[src/rtl/conv_pkg.sv]
// Shared defaults and elaboration-time helpers for the convolution accumulation tree.
package conv_pkg;

    localparam int NUM_IN_DEF    = 8;
    localparam int IN_W_DEF      = 19;
    localparam int ACC_EXTRA_DEF = 4;

    function automatic int clog2i(input int n);
        int r = 0;
        for (int i = 0; i < 31; i++)
            if ((1 << i) < n) r = i + 1;
        return r;
    endfunction

    function automatic int out_width(input int in_w, input int num_in, input int acc_extra);
        return in_w + clog2i(num_in) + acc_extra;
    endfunction

    // Bit offset of tree level lvl inside the flat level bus; level j holds
    // num_in>>j lanes of in_w+j bits each.
    function automatic int bus_off(input int num_in, input int in_w, input int lvl);
        int off = 0;
        for (int j = 0; j < lvl; j++)
            off += (num_in >> j) * (in_w + j);
        return off;
    endfunction

endpackage

[src/rtl/tree_add_stage.sv]
// One registered adder lane of the reduction tree: W-bit signed pair in, W+1-bit sum out.
module tree_add_stage #(
    parameter int W = 19
) (
    input  logic         clk,
    input  logic         rst,
    input  logic         vld_i,
    input  logic [W-1:0] a,
    input  logic [W-1:0] b,
    output logic         vld_o,
    output logic [W:0]   sum
);

    always_ff @(posedge clk or posedge rst) begin
        if (rst) begin
            vld_o <= 1'b0;
            sum   <= '0;
        end else begin
            vld_o <= vld_i;
            if (vld_i)
                sum <= {a[W-1], a} + {b[W-1], b};
        end
    end

endmodule

[src/rtl/conv_acc_tree.sv]
// Pipelined binary adder tree over NUM_IN signed channels feeding a saturating
// multi-beat group accumulator.
module conv_acc_tree
    import conv_pkg::*;
#(
    parameter  int NUM_IN    = NUM_IN_DEF,
    parameter  int IN_W      = IN_W_DEF,
    parameter  int ACC_EXTRA = ACC_EXTRA_DEF,
    localparam int LVL       = clog2i(NUM_IN),
    localparam int OUT_W     = out_width(IN_W, NUM_IN, ACC_EXTRA)
) (
    input  logic                     clk,
    input  logic                     rst,
    input  logic                     vbit_i,
    input  logic                     first_i,
    input  logic                     last_i,
    input  logic [NUM_IN*IN_W-1:0]   data_i,
    output logic signed [OUT_W-1:0]  data_o,
    output logic                     vbit_o,
    output logic                     sat_o
);

    localparam int TW    = IN_W + LVL;
    localparam int BUS_W = bus_off(NUM_IN, IN_W, LVL + 1);

    logic [BUS_W-1:0] tree_bus;
    logic [LVL:0]     vld_pipe, first_pipe, last_pipe;
    logic [LVL-1:0]   first_q, last_q;

    assign tree_bus[NUM_IN*IN_W-1:0] = data_i;
    assign vld_pipe[0]   = vbit_i;
    assign first_pipe[0] = first_i;
    assign last_pipe[0]  = last_i;

    genvar l, k;
    generate
        for (l = 0; l < LVL; l++) begin : g_lvl
            localparam int W   = IN_W + l;
            localparam int N   = NUM_IN >> (l + 1);
            localparam int SRC = bus_off(NUM_IN, IN_W, l);
            localparam int DST = bus_off(NUM_IN, IN_W, l + 1);
            logic [N-1:0] lane_vld;

            for (k = 0; k < N; k++) begin : g_lane
                tree_add_stage #(.W(W)) u_add (
                    .clk   (clk),
                    .rst   (rst),
                    .vld_i (vld_pipe[l]),
                    .a     (tree_bus[SRC + (2*k)*W   +: W]),
                    .b     (tree_bus[SRC + (2*k+1)*W +: W]),
                    .vld_o (lane_vld[k]),
                    .sum   (tree_bus[DST + k*(W+1) +: W+1])
                );
            end

            // all lanes of a level carry the same valid
            assign vld_pipe[l+1] = |lane_vld;
        end
    endgenerate

    always_ff @(posedge clk or posedge rst) begin
        if (rst) begin
            first_q <= '0;
            last_q  <= '0;
        end else begin
            first_q <= first_pipe[LVL-1:0];
            last_q  <= last_pipe[LVL-1:0];
        end
    end

    assign first_pipe[LVL:1] = first_q;
    assign last_pipe[LVL:1]  = last_q;

    logic signed [TW-1:0]    tree_sum;
    logic signed [OUT_W-1:0] acc, acc_base, acc_nxt;
    logic signed [OUT_W:0]   acc_sum;
    logic                    grp_sat, sat_nxt, ovf;

    assign tree_sum = tree_bus[BUS_W-1 -: TW];

    // One guard bit above OUT_W detects overflow; clamp toward the sign of the true sum.
    always_comb begin
        acc_base = first_pipe[LVL] ? '0 : acc;
        acc_sum  = (OUT_W+1)'(acc_base) + (OUT_W+1)'(tree_sum);
        ovf      = acc_sum[OUT_W] != acc_sum[OUT_W-1];
        acc_nxt  = acc_sum[OUT_W-1:0];
        if (ovf)
            acc_nxt = acc_sum[OUT_W] ? {1'b1, {(OUT_W-1){1'b0}}} : {1'b0, {(OUT_W-1){1'b1}}};
        sat_nxt  = (first_pipe[LVL] ? 1'b0 : grp_sat) | ovf;
    end

    always_ff @(posedge clk or posedge rst) begin
        if (rst) begin
            acc     <= '0;
            grp_sat <= 1'b0;
            data_o  <= '0;
            sat_o   <= 1'b0;
            vbit_o  <= 1'b0;
        end else begin
            vbit_o <= vld_pipe[LVL] & last_pipe[LVL];
            if (vld_pipe[LVL]) begin
                acc     <= acc_nxt;
                grp_sat <= sat_nxt;
                if (last_pipe[LVL]) begin
                    data_o <= acc_nxt;
                    sat_o  <= sat_nxt;
                end
            end
        end
    end

endmodule

[config.mk]
export PLATFORM = sky130hd
export DESIGN_NAME = conv_acc_tree
export DESIGN_NICKNAME = d
export VERILOG_FILES = /design/src/rtl/conv_pkg.sv /design/src/rtl/tree_add_stage.sv /design/src/rtl/conv_acc_tree.sv
export SDC_FILE = /design/constraint.sdc
export NUM_CORES = 1
export LEC_CHECK = 0
export ABC_AREA = 0
export BUFFER_PORTS_ARGS = -buffer_cell sky130_fd_sc_hd__buf_2
export CAP_MARGIN = 40
export CORE_UTILIZATION = 61
export CTS_BUF_LIST = sky130_fd_sc_hd__clkbuf_4
export CTS_CLUSTER_DIAMETER = 120
export CTS_CLUSTER_SIZE = 14
export DETAILED_ROUTE_END_ITERATION = 7
export GPL_ROUTABILITY_DRIVEN = 1
export PLACE_DENSITY_LB_ADDON = 0.15
export SKIP_LAST_GASP = 1
export SYNTH_ARGS = -nofsm -noshare
export SYNTH_HDL_FRONTEND = slang
export SYNTH_SLANG_ARGS = --single-unit
[constraint.sdc]
create_clock -name clk -period 8.3 [get_ports clk]
set_input_delay 0.415 -clock clk [delete_from_list [all_inputs] [get_ports clk]]
set_output_delay 0.415 -clock clk [all_outputs]
set_load 0.005 [all_outputs]
==> results.yml, run 1 <==
placement:
  place_congestion: 0.933
  portBuffers: 184
  post_dp_cell_area_um2: 16100
  dp_hpwl_um: 24500
  place_inst: 2021
detailed_routing:
  ant_nets: 0
  remaining_drc_errors: 0
  drtIter0Drc: 674
  num_vias: 11900
  vias_per_cell: 5.81
  drt_wl_total_um: 31400
  first_pass_iters: 5
  routedWlPerCell_um: 15.3
critical_path:
  path_cells: "buf_4 -> nor2b_1 -> ha_1 -> fa_1 -> a211o_1 -> a2111oi_0 -> o31a_2 -> nor3_1 -> nor3_2 -> nor3b_1 -> mux2_2 -> nor2b_1 -> a21oi_1"
  crit_family: "compound AO/OA/AOI/OAI gates"
  cp.required_ns: 8.81
  crit_top_cell: "nor2b_1"
  end_kind: "flip-flop"
  path_class: "flip-flop to flip-flop"
  worstPathArrival_ns: 4.65
  critPathMaxFanout: 28
  start_kind: "flip-flop"
  critPathBufInv: 1
  slowest_stage: "nor2b_1"
  slowest_delay_ns: 0.48
clock_tree:
  numClockSinks: 208
  cts_resized: 0
  cts.root.buffer_cell: "clkbuf_4"
  postCtsSetupBuffers: 0
  clk_latency_ns: 0.65
  numCtsBuffers: 18
  cts_max_level: 1
  ctsLongestPathBuffers: 3
  path_clk_slew_ns: 0.15
  hold_buffers: 3
  cts_tree: "yes"
global_routing:
  grt_use_total_pct: 25.7
  grt_overflow: 0
  antenna_found_initial: 2
  grt_pass1_wl_um: 52400
  grt_max_degree: 99
  grt_pass1_vias: 11100
final_layout:
  areaGrowthSynthToFinish_pct: 9.68
  fin_nets: 2053
  stdcell_area_um2: 16300
  postLayoutCoreUtil_pct: 68.9
  drive_above_1_share_pct: 19.4
  fill_cells: 2015
  final_cell_count_no_fill: 2045
synthesis:
  ys_seq_area_share_pct: 35.0
  syn_area_um2: 14900
  synthMostInstantiatedCell: "dfrtp_1"
  syn_inst: 1548
  synth_nets: 1876
  synthFlopType: "dfrtp_1"
  synth_cell_type_count: 71
  synth_area_leaders: "dfrtp_1 (35%), ha_1 (14%), mux2_2 (7.9%)"
  synth_top_area_cell: "dfrtp_1"
  yosys-top-cells-count: "dfrtp_1 (208), a21oi_1 (189), ha_1 (163), nor2_1 (142), mux2_2 (104)"
  avgSynthCellArea_um2: 9.62
  yosysTopAreaCellShare_pct: 35.0
  synth-edff-count: 0
  ys.warnings.count: 0
  synthArstFlopShare_pct: 100
  synth-seq-cells: 208
sta:
  hold_viol_final: 0
  period_minus_slack_ns: 4.14
  period_share_pct: 49.8
  fin_skew_ns: 0.0262
  finalMaxSlewViolations: 0
  relSlewSlack_pct: 48.5
  final.setup.tns_ns: 0
  fmax_mhz: 242
  worst_pin_slew_ns: 0.773
  rsz0062_at_grt: "no"
  setup_viol: 0
run_status:
  run_status: "complete, no violations"
die:
  die-area_um2: 25000
  die_h_um: 158
  core_area_um2: 23700
  rows: 56
  pin_count: 185
  die_w_um: 158
  initial_core_util_pct: 62.9
pwr:
  p_per_area_nw_per_um2: 335
  clkPwrFrac_pct: 7.8
  switchingPower_mw: 2.40
  leakagePower_nw: 7.47
  p_int_mw: 3.07
  vdd_ir_drop_max_mv: 0.149
  p_comb_share_pct: 61.6
  pwr-share-seq_pct: 30.6
  swShare_pct: 43.8
min_path:
  worstHoldPathType: "input pin to flip-flop"
flow_run:
  max_cap_violations: 0
==> registers in the layout, summed over array words and instances, names as in the netlist <==
register	count
acc	26
data_o	26
first_q	3
g_lvl.g_lane.u_add.sum	144
g_lvl.g_lane.u_add.vld_o	3
grp_sat	1
last_q	3
sat_o	1
vbit_o	1
==> layout by cell type (no fill, tap or decap), drive strengths merged, types with 5 or more instances in the layout <==
| master | instances |
|---|---|
| ha | 163 |
| nor2b | 38 |
| o31ai | 6 |
| clkbuf | 19 |
| a2111oi | 9 |
| or2 | 5 |
| o21a | 26 |
| o221ai | 5 |
| a21o | 46 |
| and3 | 10 |
| nand3 | 27 |
| o41ai | 5 |
| mux2 | 104 |
| nand4 | 6 |
| a21oi | 189 |
| nor3b | 5 |
| nor2 | 143 |
| mux2i | 5 |
| inv | 42 |
| xor2 | 26 |
| a41oi | 8 |
| a211oi | 23 |
| or3 | 10 |
| nand2b | 18 |
| a31oi | 14 |
| xnor2 | 97 |
| dfrtp | 208 |
| nor3 | 26 |
| and2 | 6 |
| nand2 | 70 |
| o211ai | 12 |
| a31o | 5 |
| fa | 8 |
| o21bai | 23 |
| a211o | 8 |
| buf | 192 |
| o21ai | 70 |
| o2bb2ai | 5 |
==> final timing paths <==
| kind | endpoint | cells after the start | from | slack, ns |
|---|---|---|---|---|
| setup reg to reg | data_o[11] | 13 | first_q[2] | 4.16 |
| hold reg to reg | first_q[1] | 0 | first_q[0] | 0.36 |
| max in group asynchronous | g_lvl[0].g_lane[2].u_add.sum[6] | 5 | rst | 6.02 |
| min in group asynchronous | g_lvl[1].g_lane[0].u_add.sum[19] | 3 | rst | 0.41 |
| hold / removal | g_lvl[0].g_lane[3].u_add.vld_o | 1 | vbit_i | 0.09 |
| setup / recovery | data_o[11] | 13 | first_q[2] | 4.16 |
==> layout make-up <==
class,count,area [um2],area share [%]
antenna,1,2.50,0.0153
tap,319,399,2.44
sequential,208,5200,31.9
clock buffer,19,143,0.874
multi-input combinational,1260,9380,57.4
timing repair buffer,195,1030,6.33
inverter,42,165,1.01
clock inverter,1,3.75,0.0230
==> through the flow <==
stage	hold slack (ns)	total power, mW	setup WS, ns
2_1_floorplan	0.331	4.25	2.20
3_5_place_dp	0.336	5.03	4.23
4_1_cts	0.0255	5.48	4.18
3_3_place_gp	0.332	4.94	4.32
6_report	0.0942	5.47	4.16
5_1_grt	0.0548	5.99	3.84
==> metal layers <==
layer | share of wire, % | up-vias | track usage (%)
met1 | 49 | 5574 | 36.9
met5 | 0.026 | - | 0
met4 | 2.6 | 2 | 6.91
li1 | - | 6041 | -
met2 | 45 | 216 | 41.5
met3 | 2.7 | 49 | 2.46
==> cells by family (layout without fill, tap and decap cells) <==
logic type / count (synthesis) / after routing / synth area share [%]
compound gates: 481 / 481 / 20.7
simple gates: 376 / 376 / 12.1
flops: 208 / 208 / 35.0
fa+ha+maj: 171 / 171 / 14.8
xor+xnor: 123 / 123 / 7.24
mux: 109 / 109 / 8.20
buf+inv: 80 / 257 / 2.05
other cells: 0 / 1 / 0
==> power groups by stage <==
stage / Combinational, mW / Sequential [mW] / Clock (mW)
final: 3.37 / 1.68 / 0.425
after global placement: 3.25 / 1.69 / 0
after global routing: 3.79 / 1.72 / 0.472
after detailed placement: 3.33 / 1.70 / 0
after floorplan: 2.66 / 1.59 / 0
after CTS: 3.36 / 1.68 / 0.445
Note: power is estimated with default switching activity, not from simulation.
==> run 2: changes to the inputs <==
Settings changed: ABC_AREA 0 to 1, CORE_UTILIZATION 61 to 62.
Clock period 8.3 ns to 4 ns, I/O delays scaled along.
==> run 2 against run 1 <==
Effect of this change: the flow now finishes with violations (DRC); critical path depth grew 1; die area rose by 11%; hold slack worse by 0.069 ns; clock-buffer cell count shrank 1; highest routed layer is now met4; critical endpoint is now data_o[8].
==> results.yml, run 2 <==
clock_tree:
  cts.root.buffer_cell: "clkbuf_4"
  cts_resized: 0
  cts_tree: "yes"
  numCtsBuffers: 18
  ctsLongestPathBuffers: 3
  path_clk_slew_ns: 0.14
  hold_buffers: 45
  cts_max_level: 1
  postCtsSetupBuffers: 0
  clk_latency_ns: 0.72
  numClockSinks: 208
sta:
  fmax_mhz: 336
  final.setup.tns_ns: 0
  fin_skew_ns: 0.0972
  hold_viol_final: 0
  setup_viol: 0
  worst_pin_slew_ns: 0.852
  final.setup.worst_slack_ns: 1.02
  rsz0062_at_grt: "no"
  finalMaxSlewViolations: 0
  relSlewSlack_pct: 43.2
  period_minus_slack_ns: 2.98
  period_share_pct: 74.5
min_path:
  worstHoldPathType: "input pin to flip-flop"
critical_path:
  start_kind: "flip-flop"
  worstPathArrival_ns: 3.53
  slowest_stage: "dfrtp_1"
  end_kind: "flip-flop"
  slowest_delay_ns: 0.35
  crit_family: "simple AND/OR/NAND/NOR gates"
  cp.required_ns: 4.55
  path_class: "flip-flop to flip-flop"
  path_cells: "buf_4 -> nor2_1 -> ha_1 -> nand2_2 -> inv_1 -> a21oi_1 -> nand3_1 -> nand2_1 -> nand3_1 -> nand2_1 -> nand2_2 -> nand2_4 -> buf_4 -> a31oi_1"
  critPathBufInv: 3
  critPathMaxFanout: 32
placement:
  post_dp_cell_area_um2: 18000
  dp_hpwl_um: 38700
  portBuffers: 184
  place_congestion: 0.984
  dp_slack_ns: 1.04
synthesis:
  syn_area_um2: 16800
  yosysTopAreaCellShare_pct: 31.0
  syn_inst: 2363
  synth-edff-count: 0
  synth-seq-cells: 208
  synth_area_leaders: "dfrtp_1 (31%), nand2_1 (14%), ha_1 (12%)"
  synth_top_area_cell: "dfrtp_1"
  synth_nets: 2691
  synthFlopType: "dfrtp_1"
  ys.warnings.count: 0
  synthMostInstantiatedCell: "nand2_1"
  ys_seq_area_share_pct: 31.0
  synth_cell_type_count: 44
  yosys-top-cells-count: "nand2_1 (641), nor2_1 (265), dfrtp_1 (208), inv_1 (182), a21oi_1 (166)"
  synthArstFlopShare_pct: 100
  avgSynthCellArea_um2: 7.10
detailed_routing:
  vias_per_cell: 5.89
  remaining_drc_errors: 3
  num_vias: 17100
  ant_nets: 0
  drtIter0Drc: 1490
  first_pass_iters: 8
  routedWlPerCell_um: 16.6
  drt_wl_total_um: 48200
die:
  core_area_um2: 26300
  rows: 59
  pin_count: 185
  die-area_um2: 27700
  die_h_um: 167
  die_w_um: 167
  initial_core_util_pct: 63.9
final_layout:
  largest_register_ffs: 144
  top_register: "g_lvl.g_lane.u_add.sum"
  areaGrowthSynthToFinish_pct: 11.1
  top_regs: "g_lvl.g_lane.u_add.sum (144), acc (26), data_o (26)"
  drive_above_1_share_pct: 10.6
  mostFrequentLayoutCells: "nand2_1 (641), nor2_1 (265), dfrtp_1 (208), buf_2 (184), inv_1 (181)"
  stdcell_area_um2: 18600
  final_common_cell: "nand2_1"
  fin_nets: 2903
pwr:
  leakagePower_nw: 9.44
  vdd_ir_drop_max_mv: 0.326
  p_per_area_nw_per_um2: 621
global_routing:
  antenna_found_initial: 2
  grt_pass1_vias: 16100
  grt_max_degree: 104
  grt_overflow: 0
  grt_pass1_wl_um: 78200
  grt_use_total_pct: 34.3
run_status:
  violations: "DRC"
  run_status: "finished, violations left"
flow_run:
  max_cap_violations: 0
run 2: cell count changes after synthesis, sizes merged, moves of 84 or more:
cell / change
inv: +142
mux2: -104
nand2: +578
nand3: +98
nor2: +127
o21ai: +84
run 2: metrics by stage:
stage	hold WS (ns)	util [%]	cells	power, mW
after floorplan	0.231	-	2363	8.55
after global placement	0.206	68.5	2844	10.3
after detailed placement	0.212	68.5	2845	10.5
after CTS	0.000177	70.9	2910	11.5
after global routing	0.0328	70.9	2912	12.6
final	0.0257	70.9	2912	11.6
run 2: path summary, 6_finish.rpt:
kind | start | to | slack [ns] | cells after the start
worst max-delay path | first_q[2] | data_o[8] | 1.02 | 14
worst min-delay path | data_i[113] | g_lvl[0].g_lane[2].u_add.sum[19] | 0.03 | 5
worst max register to register | first_q[2] | data_o[8] | 1.02 | 14
worst min register to register | last_q[1] | last_q[2] | 0.37 | 0
max in group asynchronous | rst | acc[22] | 2.39 | 5
min in group asynchronous | rst | g_lvl[2].g_lane[0].u_add.sum[5] | 0.58 | 4
run 2: layer usage:
metal / share of wire [%] / wire [um] / global-route usage [%]
met1: 43 / 20600 / 45.1
met2: 47 / 22800 / 58.9
met3: 6.2 / 2970 / 2.64
met4: 3.7 / 1800 / 13.3
met5: 0 / 0 / 0
run 2: logic make-up after synthesis:
family	Yosys count	synth area share, %
AOI/OAI and AO/OA	504	17.3
xor gates and xnor gates	72	3.76
adders and majority gates	171	13.1
buffers and inverters	235	5.50
DFF	208	31.0
and+or+nand+nor	1173	29.4
run 2: area by class of cell:
type	count	area, um2
diodes	2	5.00
clock buffers	18	135
clock inverters	2	33.8
fillers	2254	7640
inverters	187	706
multi-input cells	1920	10700
flip-flops and latches	208	5200
well taps	335	419
repair buffers	240	1480
run 2: worst reg2reg max path: stages, from the launching register on:
cell     delay [ns]
dfrtp_1        0.35
buf_4          0.31
nor2_1         0.11
ha_1           0.35
nand2_2        0.12
inv_1          0.05
a21oi_1        0.22
nand3_1        0.21
nand2_1        0.16
nand3_1        0.10
nand2_1        0.09
nand2_2        0.09
nand2_4        0.31
buf_4          0.28
a31oi_1        0.12
run 2: where the power goes:
part / leakage, nW / total [mW] / switching (mW) / internal, mW
clock network: 0.0985 / 0.946 / 0.669 / 0.277
logic: 6.90 / 7.21 / 4.61 / 2.60
registers: 2.44 / 3.42 / 0.601 / 2.82
==> run 3: changes to the inputs <==
Settings changed: CORE_UTILIZATION 62 to 56.
Clock period 4 ns to 2.44 ns, I/O delays scaled along.
==> run 3 against run 2 <==
Effect of this change: the run ends with DRC, hold timing, setup timing left; via count rose by 11%; die area rose by 11%; final area rose by 20%; core utilization rose by 4.5 points; sequential power rose by 71%; register-to-register slack got worse by 1.5 ns; non-clock buffer count rose by 215; hold slack got worse by 0.036 ns; clock skew fell by 0.028 ns; worst setup slack got worse by 1.5 ns; combinational power rose to 2.6 times the previous value.
==> results.yml, run 3 (synthesis gave the netlist of run 2 again) <==
run_status:
  run_status: "finished, violations left"
  violations: "DRC, hold timing, setup timing"
sta:
  finalMaxSlewViolations: 0
  relSlewSlack_pct: 40.1
  final.setup.tns_ns: -17.90
  rsz0062_at_grt: "yes"
  period_minus_slack_ns: 2.91
  period_share_pct: 119
  hold_viol_final: 1
  setup_viol: 54
  whs_ns: -0.0107
  worst_pin_slew_ns: 0.899
  final.setup.worst_slack_ns: -0.469
  fmax_mhz: 344
  fin_skew_ns: 0.0692
global_routing:
  grt_overflow: 0
  grt_pass1_wl_um: 86700
  grt_max_degree: 83
  grt_pass1_vias: 17600
  antenna_found_initial: 2
  grt_use_total_pct: 34.9
final_layout:
  top_regs: "g_lvl.g_lane.u_add.sum (144), acc (26), data_o (26)"
  drive_above_1_share_pct: 20.7
  areaGrowthSynthToFinish_pct: 32.9
  top_register: "g_lvl.g_lane.u_add.sum"
  largest_register_ffs: 144
  final_common_cell: "nand2_1"
  mostFrequentLayoutCells: "nand2_1 (577), nor2_1 (231), dfrtp_1 (206), buf_2 (184), inv_1 (174)"
  postLayoutCoreUtil_pct: 75.4
  fin_nets: 3121
clock_tree:
  cts.root.buffer_cell: "clkbuf_4"
  path_clk_slew_ns: 0.17
  ctsLongestPathBuffers: 3
  numClockSinks: 208
  cts_tree: "yes"
  numCtsBuffers: 18
  cts_max_level: 1
  clk_latency_ns: 0.72
flow_run:
  max_cap_violations: 0
die:
  rows: 63
  die-area_um2: 30700
  core_area_um2: 29600
  die_w_um: 175
  pin_count: 185
  die_h_um: 175
  initial_core_util_pct: 56.8
placement:
  place_congestion: 0.977
  portBuffers: 184
  dp_hpwl_um: 40000
critical_path:
  end_kind: "flip-flop"
  start_kind: "flip-flop"
  cp.required_ns: 3.06
  crit-reg2reg-capture: "acc[4]"
  r2r-start: "first_q[2]"
  rrSetupSlack_ns: -0.47
  path_class: "flip-flop to flip-flop"
  critPathMaxFanout: 8
  reg2regPathDepth: 17
  worstPathArrival_ns: 3.53
detailed_routing:
  remaining_drc_errors: 4
  first_pass_iters: 8
  routedWlPerCell_um: 19.2
  vias_per_cell: 5.98
  ant_nets: 0
  drt_wl_total_um: 61200
  num_vias: 19000
  drtIter0Drc: 1784
pwr:
  leakagePower_nw: 10.7
  p_per_area_nw_per_um2: 1190
  vdd_ir_drop_max_mv: 0.929
min_path:
  worstHoldPathCells: 5
  worstHoldPathType: "input pin to flip-flop"
  min_to: "g_lvl[0].g_lane[1].u_add.sum[14]"
  hp-start: "data_i[52]"
-- run 3: final cells by class --
class	count	area [um2]
diodes	1	2.50
clock buffers	18	135
clock inverters	2	33.8
fillers	2148	7260
inverters	187	706
multi-input cells	1923	12100
flip-flops and latches	208	5210
well taps	390	488
repair buffers	455	3620
-- run 3: how the worst max path moves through the flow --
stage / from / to / slack (ns)
CTS: first_q[2] / acc[7] / -0.11
global route: first_q[2] / acc[4] / -0.47
finish: first_q[2] / acc[4] / -0.47
detailed placement: first_q[2] / acc[4] / -0.17
global placement: first_q[2] / data_o[9] / -0.09
floorplan: rst / acc[0] / -0.38
-- run 3: timing repair --
action,4_1_cts,5_1_grt
gates resized for setup,35,269
cloned,4,9
pin swaps,13,74
buffers inserted,5,32
hold buffers,158,0
endpoints found under the setup margin,55,70
hold endpoints to repair,280,0
-- run 3: stage by stage --
step	total power [mW]	std cells	hold WS (ns)	setup slack, ns	cell area (um2)
6_report	26.5	3184	-0.0107	-0.469	22300
3_5_place_dp	18.1	2956	0.171	-0.175	18600
4_1_cts	20.7	3143	0.00218	-0.115	20500
5_1_grt	27.9	3184	0.0233	-0.473	22300
2_1_floorplan	14.0	2363	0.153	-0.382	16800
3_3_place_gp	17.9	2956	0.158	-0.0861	18600
-- run 3: power breakdown --
part           leakage, nW  switching (mW)  internal [mW]
sequential            2.44            1.22           4.63
combinational         8.20            11.0           7.96
clock               0.0985            1.20          0.453
-- run 3: worst max-delay path, cell delays in order, from the launching register on --
cell	delay [ns]
dfrtp_2	0.53
clkbuf_16	0.25
nor2_4	0.05
ha_4	0.32
nand2_4	0.09
inv_2	0.12
nand2_1	0.09
nand2_1	0.09
nand2_1	0.10
nand3_4	0.13
nand2_4	0.08
nand3_2	0.09
nand2_2	0.08
nand2_4	0.13
nand2_8	0.11
buf_4	0.17
buf_6	0.13
a31oi_1	0.27
-- run 3: per-layer routing --
metal	GRT usage (%)	part of all wire, %	vias up
li1	-	-	8861
met1	43.0	39	8824
met2	61.4	48	1041
met3	3.50	7.3	307
met4	15.6	6.4	2
met5	0	0.021	-
